==> config.mk <==
export PLATFORM = sky130hd
export DESIGN_NAME = femto_bus_fabric
export DESIGN_NICKNAME = d
export VERILOG_FILES = /design/src/rtl/femto_bus_pkg.sv /design/src/rtl/femto_addr_decode.sv /design/src/rtl/femto_bus_fabric.sv
export SDC_FILE = /design/constraint.sdc
export NUM_CORES = 1
export LEC_CHECK = 0
export CELL_PAD_IN_SITES_DETAIL_PLACEMENT = 1
export CELL_PAD_IN_SITES_GLOBAL_PLACEMENT = 1
export CORE_AREA = 8 8 138 140
export DETAILED_ROUTE_END_ITERATION = 8
export DIE_AREA = 0 0 146 148
export GPL_TIMING_DRIVEN = 0
export PLACE_DENSITY = 0.84
export SKIP_CTS_REPAIR_TIMING = 1
export SLEW_MARGIN = 20
export SYNTH_ARGS = -nofsm -noshare
export SYNTH_HDL_FRONTEND = slang
export SYNTH_SLANG_ARGS = --single-unit
==> constraint.sdc <==
create_clock -name clk -period 3.3 [get_ports clk]
set_input_delay 0.66 -clock clk [delete_from_list [all_inputs] [get_ports clk]]
set_output_delay 0.66 -clock clk [all_outputs]
set_load 0.02 [all_outputs]
==> src/rtl/femto_bus_pkg.sv <==
// femto_bus_pkg: shared constants, state encoding and sizing helper for the femto bus fabric
package femto_bus_pkg;
  localparam logic [31:0] ERR_DATA = 32'hDEAD_BEEF;
  typedef enum logic [1:0] {IDLE, RD_WAIT, WR_WAIT} state_t;
  function automatic int clog2_min1(input int n);
    return n > 1 ? $clog2(n) : 1;
  endfunction
endpackage

==> src/rtl/femto_addr_decode.sv <==
// femto_addr_decode: priority tag match of an address field, lowest index wins, default on miss
module femto_addr_decode import femto_bus_pkg::*; #(
  parameter int N = 4,
  parameter int FW = 16,
  parameter logic [N*FW-1:0] TAGS = '0,
  parameter int DEFAULT_IDX = 0,
  localparam int IW = clog2_min1(N)
) (
  input  logic [FW-1:0] field,
  output logic [IW-1:0] sel
);
  always_comb begin
    sel = IW'(DEFAULT_IDX);
    for (int i = N - 1; i >= 0; i--)
      if (field == TAGS[i*FW +: FW]) sel = IW'(i);
  end
endmodule

==> src/rtl/femto_bus_fabric.sv <==
// femto_bus_fabric: decoded strobe fan-out, busy merge, timeout abort and error capture for N slaves
module femto_bus_fabric import femto_bus_pkg::*; #(
  parameter int NSLAVES = 4,
  parameter int DATA_W = 32,
  parameter int SEL_HI = 31,
  parameter int SEL_LO = 16,
  parameter logic [NSLAVES*(SEL_HI-SEL_LO+1)-1:0] SLAVE_TAGS = {16'h0001, 16'h0040, 16'h0000, 16'h0000},
  parameter int DEFAULT_SLAVE = 0,
  parameter int TIMEOUT = 255
) (
  input  logic                      clk,
  input  logic                      resetn,
  input  logic [31:0]               mem_addr,
  input  logic [DATA_W-1:0]         mem_wdata,
  input  logic [DATA_W/8-1:0]       mem_wmask,
  input  logic                      mem_rstrb,
  output logic [DATA_W-1:0]         mem_rdata,
  output logic                      mem_rbusy,
  output logic                      mem_wbusy,
  output logic [NSLAVES-1:0]        s_rd,
  output logic [NSLAVES-1:0]        s_wr,
  output logic [DATA_W-1:0]         s_wdata,
  input  logic [NSLAVES*DATA_W-1:0] s_rdata,
  input  logic [NSLAVES-1:0]        s_rbusy,
  input  logic [NSLAVES-1:0]        s_wbusy,
  output logic                      err_valid,
  output logic [31:0]               err_addr,
  input  logic                      err_clr
);
  localparam int IW = clog2_min1(NSLAVES);
  localparam int CW = clog2_min1(TIMEOUT + 1);
  localparam int FW = SEL_HI - SEL_LO + 1;
  state_t state, state_nx;
  logic [IW-1:0] sel, sel_q;
  logic [31:0] addr_q;
  logic [CW-1:0] cnt, cnt_nx;
  logic abort_q, issue, wr_req, waiting, busy_sel, timeout;
  femto_addr_decode #(
    .N(NSLAVES), .FW(FW), .TAGS(SLAVE_TAGS), .DEFAULT_IDX(DEFAULT_SLAVE)
  ) u_dec (
    .field(mem_addr[SEL_HI:SEL_LO]),
    .sel  (sel)
  );
  assign s_wdata = mem_wdata;
  // resetn gates issue so strobes drop immediately while reset is held
  always_comb begin
    wr_req = |mem_wmask;
    issue = resetn && state == IDLE && (wr_req || mem_rstrb);
    waiting = state != IDLE;
    busy_sel = state == WR_WAIT ? s_wbusy[sel_q] : s_rbusy[sel_q];
    timeout = (TIMEOUT != 0) && waiting && busy_sel && cnt == CW'(TIMEOUT);
    s_wr = issue && wr_req ? NSLAVES'(1) << sel : '0;
    s_rd = issue && !wr_req ? NSLAVES'(1) << sel : '0;
    mem_rbusy = state == RD_WAIT && busy_sel && !timeout;
    mem_wbusy = state == WR_WAIT && busy_sel && !timeout;
    state_nx = issue ? (wr_req ? WR_WAIT : RD_WAIT) : waiting && (!busy_sel || timeout) ? IDLE : state;
    cnt_nx = issue || !waiting || !busy_sel || timeout ? '0 : cnt + 1'b1;
    mem_rdata = abort_q ? DATA_W'(ERR_DATA) : s_rdata[sel_q*DATA_W +: DATA_W];
  end
  always_ff @(posedge clk or negedge resetn) begin
    if (!resetn) begin
      state <= IDLE;
      sel_q <= IW'(DEFAULT_SLAVE);
      addr_q <= '0;
      cnt <= '0;
      abort_q <= 1'b0;
      err_valid <= 1'b0;
      err_addr <= '0;
    end else begin
      state <= state_nx;
      cnt <= cnt_nx;
      if (issue) begin
        sel_q <= sel;
        addr_q <= mem_addr;
        abort_q <= 1'b0;
      end else if (timeout) abort_q <= 1'b1;
      // a fresh timeout overrides a same-cycle clear and re-captures the address
      if (timeout && (!err_valid || err_clr)) begin
        err_valid <= 1'b1;
        err_addr <= addr_q;
      end else if (err_clr) err_valid <= 1'b0;
    end
  end
endmodule
==> metrics.txt <==
post-synth cell types=42; worst reg2reg startpoint=sel_q[1]; Startpoint Class=input pin; Via Count=3949; outcome=complete, no violations; met2 wirelength from detailed routing=10600 um; starting utilization of the core area=0.271; Commonest cells post-synth=dfrtp_1 (78), buf_4 (37), mux2_2 (34); power density normalized to cell area=345 nW/um2; total routing usage reported by global routing=0.175; worst-skew pair later-pin latency=0.33 ns; number of primary I/O pins=roughly 320; number of pins exceeding their max-slew limit in the final report=0; pin slew with the least headroom to its limit=approximately 0.56 ns; total half-perimeter wirelength after legalization and detailed placement=roughly 17000 um; total routed wire length on the met1 layer=just over 7000 um; library cell with the highest instance count after synthesis=dfrtp_1; TritonCTS clock tree=built; Final min period=around 3.2 ns; core area=between 15000 and 20000 um2; wire length per cell=22.6 um; number of synthesis warnings=0; total number of H-tree levels=3; sum of routed wire length over all layers=approximately 20000 um; Fmax=about 310 MHz; Final #Nets=roughly 840; final setup skew=between 0.007 and 0.008 ns; fraction of the yosys area taken by sequential cells=0.425; vias in the first global route=between 4000 and 5000; Finished Core Util=0.476; Bufs on Longest Clock Path=2; Post-Synthesis Mean Instance Area=13.4 um2; clock input transition at the sequential cells of the worst setup and hold paths=~0.060 ns; violation count after the first detailed-routing iteration=105; P_leak=between 3 and 4 nW; largest net degree at the start of global routing=42; overall die area=about 22000 um2; uppermost routed layer=met4; antenna violations before repair=2; register bit count reported by yosys=between 70 and 80; clock tree root buffer cell=clkbuf_16; synthesized area=approximately 4600 um2; critical path type=in2out; total of fill cells in the finished design=1770; Max Cap Viol=0; cell accounting for the most synthesized area=dfrtp_1; Vias per Instance=between 4 and 5; Chip Width=about 150 um; Post-Syn Instances=342; highest ir drop seen on vdd=approximately 0.33 mV; height of the chip=about 150 um; min-delay worst type=in2async; synth top area cells=dfrtp_1 (43%), mux4_2 (16%), mux2_4 (9.8%); DRT Pass-1 Iters=4; number of synthesized flops with an enable pin=0; critical register-to-register path endpoint=err_addr[11]; multi-input combinational cell area=2290 um2; clock buffers created by TritonCTS=9; Placement Rows=48; DRC errors left=0; met3 routed wirelength=~1500 um; total negative setup slack=0 ns; routability-driven placement congestion ratio=0.848; number of port buffers=280; Crit. End Element=primary output; Register-to-Register Setup Slack=between 1 and 1.5 ns; global route total overflow=0; fraction of layout cells with a size suffix above 1=0.310; critical path peak fanout=10; Setup violations, final=0; Storage cell area=1950 um2; global-route wire length before repair=29100 um; R2R depth=6; Most used DFF post-synth=dfrtp_1; layout overhead on the synthesized area=75.7%; Yosys top cell area share=0.425; share of the clock period used by the worst path=0.979; required time of the worst setup path=approximately 2.6 ns; critical path arrival=approximately 2.6 ns; Async SR Flop Fraction=1.00; final hold violation count=0; Antenna Violating Nets Remaining=0; Num Clock Sinks=78; Slew Limit Headroom=0.621
## metrics by stage
stage               worst slack, ns  instances  total power, W  hold slack [ns]  instance area [um2]
CTS                          -0.460        864         0.00280            0.321                 7990
global route                -0.0179        866         0.00291            0.249                 8060
detailed placement           -0.378        849         0.00181            0.480                 7690
global placement              -2.84        848         0.00177            0.458                 7680
finish                       0.0696        866         0.00278            0.229                 8060
floorplan                     0.759        343         0.00142            0.364                 4590
## flip-flops by register name, indices dropped and copies added, names as in the netlist
signal,count
addr_q,32
err_addr,32
cnt,8
sel_q,2
state,2
abort_q,1
err_valid,1
## where the power goes
group | total, W | switching [W] | internal (W)
combinational | 0.000665 | 0.000231 | 0.000434
clock | 0.000985 | 0.000382 | 0.000603
sequential | 0.00113 | 0.0000631 | 0.00107
total | 0.00278 | 0.000676 | 0.00210
## critical path: stages
cell and delay, ns:
clkdlybuf4s50_1 0.43, or4_4 0.58, o21ai_4 0.23, buf_8 0.18
buf_8 0.15, a21o_1 0.12, nor2_1 0.04, clkbuf_2 0.17
## logic make-up after synthesis
logic type / after synthesis / share of synthesized area
simple gates: 87 / 0.105
flops: 78 / 0.425
other cells: 1 / 0.000817
compound gates: 15 / 0.0248
mux: 100 / 0.347
xor+xnor: 5 / 0.00954
buf+inv: 55 / 0.0845
fa+ha+maj: 1 / 0.00273
## area by class of cell
class,count,share of cell area
repair buffers,281,0.350
multi-input cells,210,0.284
flip-flops and latches,78,0.242
plain buffers,52,0.0501
well taps,225,0.0349
clock buffers,10,0.0296
clock inverters,5,0.00729
inverters,3,0.00140
diodes,2,0.000621
## cell usage in the layout (no fill, tap or decap), types with 2 or more instances in the layout
cell / instances
nand2b_1: 2
buf_2: 2
mux2i_1: 4
nor2b_1: 10
clkbuf_1: 3
clkdlybuf4s50_1: 273
o22ai_2: 2
nor4_1: 2
clkbuf_16: 9
conb_1: 2
nand3_1: 2
diode_2: 2
mux2_2: 34
o21a_1: 2
or2_2: 25
and3_1: 2
inv_1: 3
buf_8: 2
clkinvlp_4: 2
clkbuf_2: 5
dlymetal6s2s_1: 4
nor2_1: 17
nor4_2: 2
dfrtp_1: 78
buf_6: 7
buf_4: 36
xnor2_1: 4
mux2_4: 30
mux4_2: 32
o21ai_0: 4
nand2_1: 15
## metal layers
layer,track usage,vias up
met2,0.324,180
met3,0.0569,21
li1,-,1783
met4,0.0495,0
met1,0.187,1965
met5,0,-
## worst max-delay path by stage
stage / cells after the start / end / startpoint
2_1_floorplan: 6 / s_rd[0] / mem_wmask[1]
3_3_place_gp: 8 / s_wr[0] / resetn
3_5_place_dp: 8 / s_wr[0] / mem_wmask[1]
4_1_cts: 8 / s_wr[0] / mem_wmask[1]
5_1_grt: 8 / s_wr[0] / mem_wmask[1]
6_report: 8 / s_wr[0] / mem_wmask[1]
(Power assumes the default switching activity.)
